==> src/rtl/hdmi_sync_edge.sv <==
// Input stage: normalises sync polarity, registers the pixel interface once
// and derives leading-edge (hsync/vsync) and falling-edge (DE) pulses.
module hdmi_sync_edge #(
  parameter int DATA_W   = 16,
  parameter bit SYNC_POL = 1'b1
) (
  input  logic              pixel_clk_i,
  input  logic              rst_ni,
  input  logic              hsync_i,
  input  logic              vsync_i,
  input  logic              de_i,
  input  logic [DATA_W-1:0] data_i,
  output logic              hs_o,
  output logic              vs_o,
  output logic              de_o,
  output logic [DATA_W-1:0] data_o,
  output logic              hs_edge_o,
  output logic              vs_edge_o,
  output logic              de_fall_o
);

  logic              hs_q, vs_q, de_q;
  logic              hs_prev_q, vs_prev_q, de_prev_q;
  logic [DATA_W-1:0] data_q;
  logic              hs_d, vs_d;

  assign hs_d = SYNC_POL ? hsync_i : ~hsync_i;
  assign vs_d = SYNC_POL ? vsync_i : ~vsync_i;

  // Capture stage plus one-cycle history for edge detection.
  always_ff @(posedge pixel_clk_i or negedge rst_ni) begin
    if (!rst_ni) begin
      hs_q      <= 1'b0;
      vs_q      <= 1'b0;
      de_q      <= 1'b0;
      data_q    <= '0;
      hs_prev_q <= 1'b0;
      vs_prev_q <= 1'b0;
      de_prev_q <= 1'b0;
    end else begin
      hs_q      <= hs_d;
      vs_q      <= vs_d;
      de_q      <= de_i;
      data_q    <= data_i;
      hs_prev_q <= hs_q;
      vs_prev_q <= vs_q;
      de_prev_q <= de_q;
    end
  end

  assign hs_o      = hs_q;
  assign vs_o      = vs_q;
  assign de_o      = de_q;
  assign data_o    = data_q;
  assign hs_edge_o = hs_q & ~hs_prev_q;
  assign vs_edge_o = vs_q & ~vs_prev_q;
  assign de_fall_o = ~de_q & de_prev_q;

endmodule

==> config.mk <==
export PLATFORM = sky130hd
export DESIGN_NAME = hdmi_sync_edge
export DESIGN_NICKNAME = d
export VERILOG_FILES = /design/src/rtl/hdmi_sync_edge.sv
export SDC_FILE = /design/constraint.sdc
export NUM_CORES = 1
export LEC_CHECK = 0
export BUFFER_PORTS_ARGS = -buffer_cell sky130_fd_sc_hd__buf_2
export CAP_MARGIN = 10
export CORE_UTILIZATION = 35
export DETAILED_ROUTE_END_ITERATION = 10
export GPL_TIMING_DRIVEN = 0
export PLACE_DENSITY_LB_ADDON = 0.3
export SLEW_MARGIN = 5
export SYNTH_ARGS = -nofsm -noshare
export SYNTH_HDL_FRONTEND = slang
export SYNTH_SLANG_ARGS = --single-unit
export TNS_END_PERCENT = 10
==> constraint.sdc <==
create_clock -name pixel_clk_i -period 0.9 [get_ports pixel_clk_i]
set_input_delay 0.09 -clock pixel_clk_i [delete_from_list [all_inputs] [get_ports pixel_clk_i]]
set_output_delay 0.09 -clock pixel_clk_i [all_outputs]
set_load 0.02 [all_outputs]
==> Word-level counts from Yosys, hierarchy flattened <==
Cells that the tools add are included.
Widths: inputs -> output; s select.
{ "totals": {"register_bits": 22, "in_bits": 21, "wordCells": 13} }
{ "classes": {"bitwise_logic": 6} }
{ "op_table": {"columns": ["operator", "n"], "rows": [
  ["$and 1x1->1", 3],
  ["$not 1->1", 3]
]} }

==> Logic depth before layout (Yosys ltp) <==
Gate-level depths: netlist of the first run.
{ "depth": {"word_depth": 2, "ltp_mapped": 1, "depth_no_buf": 1} }

==> Least setup slack after synthesis of the first run <==
No wires, ideal clock.
{ "synth_timing": {"path_kind": "reg2out", "from": "register hs_q, in the netlist hs_o", "to": "output port hs_edge_o", "arrival_time_ns": 0.682, "n_path_buf": 0, "stages_incl_launch_ff": 2, "required_time_ns": 0.810, "slack_ns": 0.128, "cell_sequence": "dfrtp_1 > nor2b_4"} }
{ "synth_via": {"elab_chain_len": 1} }
{ "synth_rtl": {"columns": ["element", "line", "text"], "rows": [
  ["start: declaration", "22", "logic hs_q, vs_q, de_q;"],
  ["start signal: assignment", "41", "hs_q <= hs_d;"],
  ["$and 1x1->1", "55", "assign hs_edge_o = hs_q & ~hs_prev_q;"],
  ["end: declaration", "17", "output logic hs_edge_o,"]
]} }
No other way between the ends.

==> Worst setup path in the final report of the first run <==
{ "layout_timing": {"from": "register vs_q, in the netlist vs_o", "to": "output port vs_edge_o"} }
{ "layout_via": {"elab_chain_len": 1} }
{ "layout_rtl": {"columns": ["element", "line", "text"], "rows": [
  ["start: declaration", "22", null],
  ["start signal: assignment", "42", "vs_q <= vs_d;"],
  ["$and 1x1->1", "56", "assign vs_edge_o = vs_q & ~vs_prev_q;"],
  ["end: declaration", "18", "output logic vs_edge_o,"]
]} }
No other way between the ends.

==> results of run 1 <==
==> registers in the layout (all words and copies together), names as in the netlist <==
signal	count
vs_prev_q	1
vs_o	1
hs_prev_q	1
hs_o	1
de_o	1
data_o	16
de_prev_q	1
==> path summary, 6_finish.rpt <==
kind,to,slack (ns),depth (start not counted)
worst max-delay path,vs_edge_o,-0.13,2
worst min-delay path,data_o[5],0.28,2
worst max register to register,de_prev_q,0.36,0
worst min register to register,hs_prev_q,0.41,0
max in group asynchronous,data_o[3],0.30,2
min in group pixel_clk_i,hs_prev_q,0.41,0
==> cells in the final DEF (no fill, tap or decap) <==
cell and instances:
buf_6 3, buf_2 39, clkbuf_4 3, dfrtp_1 22
nor2b_4 3, dlygate4sd3_1 20
==> Yosys cell counts (all sizes together) <==
cell    n
nor2b   3
dfrtp  22
==> critical path, cell delays in order, from the launching register on <==
cell	delay (ns)
dfrtp_1	0.41
nor2b_4	0.13
buf_6	0.12
==> layer usage <==
layer	share of wire	GRT usage
met4	0	0.0545
met2	0.55	0.230
met3	0.10	0.0383
met5	0	0
met1	0.35	0.126
==> cell type report <==
type / count / area share
Multi-Input combinational cell: 3 / 0.0388
Timing Repair Buffer: 62 / 0.404
Sequential cell: 22 / 0.518
Clock buffer: 3 / 0.0212
Tap cell: 16 / 0.0188
==> kinds of logic (layout without fill, tap and decap cells) <==
logic type,Yosys count,count (layout)
flip-flops,22,22
AND/OR/NAND/NOR,3,3
buffers and inverters,0,65
==> through the flow <==
step,utilization,hold slack [ns]
floorplan,-,-0.206
global placement,0.533,0.0605
detailed placement,0.533,0.0672
CTS,0.690,0.277
global route,0.690,0.322
finish,0.690,0.285
==> repair_timing <==
action	CTS	global route
setup endpoints to repair	20	22
hold buffers	20	0
resized for setup	6	0
endpoints found under the hold margin	41	0
==> report_power, final <==
part | switching [mW] | internal (mW)
registers | 0.0173 | 1.04
logic | 0.125 | 0.139
clock network | 0.234 | 0.155
total | 0.376 | 1.33
==> flow_summary.ini, run 1 <==
[yosys]
yosys.area.top_type = dfrtp_1
yosys-mux-area-fraction = 0
synth_warnings = 0
netlist_top_cells_area = dfrtp_1, nor2b_4
synth_xor_area_frac = 0
synth_top_family_by_area = simple AND/OR/NAND/NOR gates
yosysUniqueCellTypes = 2
synth_compound_area_frac = 0
synth_simple_gate_area_frac = 0.0698
yosysSeqAreaShare = 0.930
netlist_area_um2 = 592
synth.avg_cell_area_um2 = 23.7
ys_ff_latch = 22
netlist.area_leader.share = 0.930
syn_inst = 25
synthAdderAreaFrac = 0
synthesis.nets = 46

[placement]
place_area_um2 = 822
port_buffers = 42
gp_congestion = 0.594
dpl_worst_slack_ns = 0.151
placed_cells = 83

[finish]
drive_above_1_share = 0.533
instances_no_fill = 106
multi_input_area_um2 = 41.3
nFillCells = 116
design_area_um2 = 1060
n_antenna_cell = 0
nNetsFinal = 113
area_delta_synth_final_pct = 79.7
regArea_um2 = 551

[clock_network]
post_cts_buffers = 0
clock_tree.buffer_depth = 2
clockRootBuffer = clkbuf_4
cts_buffers = 3
clk_pin_slew_ns = 0.10
cts_sinks = 22
clkLatencyLatePin_ns = 0.28
cts_htree_levels = 1
cts_tree = built

[timing]
maxSlewHeadroom = 0.696
fin_ws_ns = -0.126
final.period_utilization = 1.14
rsz0062_at_grt = true
clock_skew_ns = 0.00648
hold_viol_final = 0
report.final.slew_viol_count = 0
tns_ns = -0.512
max_freq_mhz = 975
worst_pin_slew_ns = 0.455
min_period_ns = 1.03
setup_viol = 7

[drt]
vias = 435
final_antenna_net_count = 0
drt-pass1-iter-count = 1
routed_wl_um = 1090
vias_per_cell = 4.10
drt-initial-drc-count = 0
wl_per_cell_um = 10.3
detail_route.drc_violations = 0

[die]
core_um2 = 1540
die_w_um = 43.1
initial_core_util = 0.384
pin_count = 43
die_h_um = 43.1
die_area_um2 = 1860
fp-row-count = 14

[worst_hold_path]
hold_class = primary input to asynchronous set/reset pin

[power_and_ir_drop]
leakage_nw = 0.547
finalPower_mw = 1.71
p_per_area_nw_per_um2 = 1610
ir_drop_v = 0.00119

[setup_path]
worstPathRequired_ns = 0.81
crit_fanout = 3
arrival_ns = 0.94
crit_start = vs_o
r2r_start = de_o
setup.worst_path.start_class = flop
end_kind = output port
critPathKind = flop to output port

[flow_run]
maxCapViolations = 0

[global_routing]
grt_pass1_wl_um = 1700
grt_usage = 0.125
gr-total-overflow = 0
grt_max_degree = 23
antenna_found_initial = 0
first_global_vias = 444

[run_status]
violations = setup timing
status = complete, but fails checks
Power figures use the tool's default switching activity.
==> run 2, diff against run 1 <==
--- a/config.mk
+++ b/config.mk
@@ -11,7 +11,6 @@
 export DETAILED_ROUTE_END_ITERATION = 10
 export GPL_TIMING_DRIVEN = 0
 export PLACE_DENSITY_LB_ADDON = 0.3
-export SLEW_MARGIN = 5
 export SYNTH_ARGS = -nofsm -noshare
 export SYNTH_HDL_FRONTEND = slang
 export SYNTH_SLANG_ARGS = --single-unit
==> constraint.sdc (replaced) <==
create_clock -name pixel_clk_i -period 1.25 [get_ports pixel_clk_i]
set_input_delay 0.125 -clock pixel_clk_i [delete_from_list [all_inputs] [get_ports pixel_clk_i]]
set_output_delay 0.125 -clock pixel_clk_i [all_outputs]
set_load 0.02 [all_outputs]
==> run 2 against run 1 <==
Net effect: the flow now finishes without violations; cell count is the same; global-route usage shrank 0.090 points; clock power shrank 28%; via count is the same; flip-flop and latch count is the same; count of clock-buffer cells in the layout is the same; largest cell class unchanged.
==> flow_summary.ini, run 2 (same netlist as run 1, synthesis figures left out) <==
[finish]
layout_common_cells = buf_2, dfrtp_1, dlygate4sd3_1
final_core_util = 0.678
area_delta_synth_final_pct = 76.5
layout_commonest_cell = buf_2
drive_above_1_share = 0.533
n_antenna_cell = 0
nNetsFinal = 113
largest_reg_flops = 16
nFillCells = 118

[timing]
report.final.slew_viol_count = 0
maxSlewHeadroom = 0.696
fin_ws_ns = 0.164
setup_viol = 0
final.period_utilization = 0.869
hold_viol_final = 0
max_freq_mhz = 921
worst_pin_slew_ns = 0.456
clock_skew_ns = 0.00648
min_period_ns = 1.09
rsz0062_at_grt = false
tns_ns = 0

[power_and_ir_drop]
ir_drop_v = 0.000853
leakage_nw = 0.543
p_per_area_nw_per_um2 = 1170

[die]
initial_core_util = 0.384
die_area_um2 = 1860
pin_count = 43
core_um2 = 1540
die_h_um = 43.1
fp-row-count = 14
die_w_um = 43.1

[setup_path]
setup.worst_path.start_class = flop
critPathKind = flop to output port
worstPathRequired_ns = 1.12
arrival_ns = 0.96
end_kind = output port
crit_fanout = 3
reg2reg_slack_ns = 0.71

[global_routing]
first_global_vias = 440
antenna_found_initial = 0
grt_max_degree = 23
grt_pass1_wl_um = 1680
grt_usage = 0.124
gr-total-overflow = 0

[placement]
gp_congestion = 0.594
port_buffers = 42
dpl_worst_slack_ns = 0.466

[clock_network]
clockRootBuffer = clkbuf_4
ctsHoldBuffers = 20
cts_buffers = 3
clk_pin_slew_ns = 0.10
cts_sinks = 22
cts_htree_levels = 1
cts_resized = 0
post_cts_buffers = 0
clock_tree.buffer_depth = 2
clkLatencyLatePin_ns = 0.28
cts_tree = built

[drt]
final_antenna_net_count = 0
detail_route.drc_violations = 0
drt-pass1-iter-count = 1
vias_per_cell = 4.10
wl_per_cell_um = 10.3
drt-initial-drc-count = 0
vias = 435
routed_wl_um = 1090

[flow_run]
maxCapViolations = 0

[run_status]
status = complete, no violations

[worst_hold_path]
hold_class = primary input to asynchronous set/reset pin
## run 2: cell type report
type	count	area (um2)	share of cell area
clock buffers	3	22.5	0.0216
flip-flops and latches	22	551	0.527
well taps	16	20.0	0.0192
multi-input cells	3	41.3	0.0395
repair buffers	62	410	0.393
## run 2: metal layers
| metal | vias to the layer above | part of all wire | track usage |
|---|---|---|---|
| li1 | 208 | - | - |
| met1 | 200 | 0.36 | 0.126 |
| met2 | 27 | 0.54 | 0.227 |
| met3 | 0 | 0.10 | 0.0383 |
| met4 | 0 | 0 | 0.0545 |
| met5 | - | 0 | 0 |
## run 2: worst paths after layout
kind	start	endpoint	cells after the start
max	de_o	de_fall_o	2
min	rst_ni	data_o[5]	2
max reg2reg	de_o	de_prev_q	0
min reg2reg	hs_o	hs_prev_q	0
max in group asynchronous	rst_ni	data_o[3]	2
min in group pixel_clk_i	hs_o	hs_prev_q	0
## run 2: critical path, cell delays in order (launching register included)
cell and delay, ns:
dfrtp_1 0.42, nor2b_4 0.10, buf_2 0.16
## run 2: power breakdown
| part | total [mW] | internal, mW | leakage (nW) | switching (mW) |
|---|---|---|---|---|
| sequential | 0.759 | 0.747 | 0.256 | 0.0124 |
| combinational | 0.183 | 0.0941 | 0.273 | 0.0890 |
| clock | 0.280 | 0.112 | 0.0138 | 0.168 |
## run 2: metrics by stage
stage	hold WS [ns]	std cells	area, um2	total power [mW]
finish	0.315	106	1040	1.22
global route	0.352	106	1040	1.28
CTS	0.312	106	1040	1.24
detailed placement	0.102	83	822	0.911
global placement	0.0955	83	822	0.907
floorplan	-0.171	25	592	0.832
==> run 3, diff against run 2 <==
--- a/config.mk
+++ b/config.mk
@@ -7,7 +7,8 @@
 export LEC_CHECK = 0
 export BUFFER_PORTS_ARGS = -buffer_cell sky130_fd_sc_hd__buf_2
 export CAP_MARGIN = 10
-export CORE_UTILIZATION = 35
+export CORE_MARGIN = 5
+export CORE_UTILIZATION = 40
 export DETAILED_ROUTE_END_ITERATION = 10
 export GPL_TIMING_DRIVEN = 0
 export PLACE_DENSITY_LB_ADDON = 0.3
==> run 3 against run 2 <==
Net effect: total power rose by 21%; cell area rose by 2.8%; clock power rose by 90%; largest cell class unchanged; core utilization rose by 12 points; critical path depth did not move; first-iteration DRC count rose by 3; combinational power barely moved; fmax fell by 4.1%; critical path type unchanged; sequential share of layout area fell by 1.4 points.
==> flow_summary.ini, run 3 (same netlist as run 1, synthesis figures left out) <==
[finish]
final_core_util = 0.795
nNetsFinal = 113
area_delta_synth_final_pct = 81.4
layout_common_cells = buf_2, dfrtp_1, dlygate4sd3_1
n_antenna_cell = 0
design_area_um2 = 1070
multi_input_area_um2 = 41.3
regArea_um2 = 551
drive_above_1_share = 0.538
largest_reg_flops = 16
layout_commonest_cell = buf_2
instances_no_fill = 106
nFillCells = 88

[setup_path]
end_kind = output port
crit_buf_inv = 1
setup.worst_path.start_class = flop
crit_family = flip-flops
slowest_stage = dfrtp_1
cp_cell_sequence = nor2b_4 > buf_2
slowest_delay_ns = 0.42
critPathKind = flop to output port
arrival_ns = 1.01
worstPathRequired_ns = 1.12
crit_fanout = 3

[timing]
min_period_ns = 1.13
setup_viol = 0
clock_skew_ns = 0.000556
worst_pin_slew_ns = 0.468
holdWs_ns = 0.302
maxSlewHeadroom = 0.688
fin_ws_ns = 0.118
tns_ns = 0
hold_viol_final = 0
rsz0062_at_grt = false
max_freq_mhz = 883
final.period_utilization = 0.906
report.final.slew_viol_count = 0

[clock_network]
cts_resized = 0
cts_buffers = 3
clock_tree.buffer_depth = 2
cts_tree = built
clockRootBuffer = clkbuf_4
cts_htree_levels = 1
clkLatencyLatePin_ns = 0.30
clk_pin_slew_ns = 0.13
cts_sinks = 22

[run_status]
status = complete, no violations

[drt]
drt-pass1-iter-count = 2
drt-initial-drc-count = 3
final_antenna_net_count = 0
wl_per_cell_um = 12.8
vias = 438
top_layer = met3
detail_route.drc_violations = 0
wl_met1_um = 467
wl_met2_um = 757
vias_per_cell = 4.13
routed_wl_um = 1360
routed-wl-met3_um = 137

[placement]
gp_congestion = 0.617
dpl_worst_slack_ns = 0.470
port_buffers = 42
dp_hpwl_um = 812
placed_cells = 82
place_area_um2 = 821

[die]
die_area_um2 = 2350
core_um2 = 1350
initial_core_util = 0.438
fp-row-count = 13
pin_count = 43
die_h_um = 48.5
die_w_um = 48.5

[global_routing]
grt_max_degree = 23
gr-total-overflow = 0
first_global_vias = 455
antenna_found_initial = 0
grt_usage = 0.125
grt_pass1_wl_um = 2280

[power_and_ir_drop]
ir_drop_v = 0.000825
finalPower_mw = 1.48
p_per_area_nw_per_um2 = 1380
leakage_nw = 0.557

[worst_hold_path]
hold_class = primary input to asynchronous set/reset pin

[flow_run]
maxCapViolations = 0
-- run 3: timing repair --
item	CTS	global route
setup buffers	0	0
hold endpoints to repair	41	0
hold buffers	20	0
-- run 3: worst paths after layout --
path                         from   endpoint  slack [ns]  cells past startpoint
max                          hs_o  hs_edge_o        0.12                      2
min                        rst_ni  data_o[5]        0.30                      2
max reg2reg                  de_o  de_prev_q        0.70                      0
min reg2reg                  vs_o  vs_prev_q        0.43                      0
max in group asynchronous  rst_ni  data_o[7]        0.62                      2
min in group pixel_clk_i     vs_o  vs_prev_q        0.43                      0
-- run 3: power breakdown --
part | leakage (nW) | switching (mW) | total [mW] | internal (mW)
clock network | 0.0279 | 0.207 | 0.531 | 0.324
logic | 0.273 | 0.0909 | 0.185 | 0.0942
registers | 0.256 | 0.0132 | 0.760 | 0.747
-- run 3: per-layer routing --
| layer | track usage | up-vias |
|---|---|---|
| met5 | 0 | - |
| met4 | 0.0404 | 0 |
| met3 | 0.0489 | 0 |
| met2 | 0.213 | 25 |
| met1 | 0.141 | 205 |
| li1 | - | 208 |
-- run 3: layout make-up --
cell class,instances,share of cell area
timing repair buffer,62,0.382
tap,15,0.0175
sequential,22,0.513
clock buffer,3,0.0210
multi-input combinational,3,0.0385
clock inverter,1,0.0280
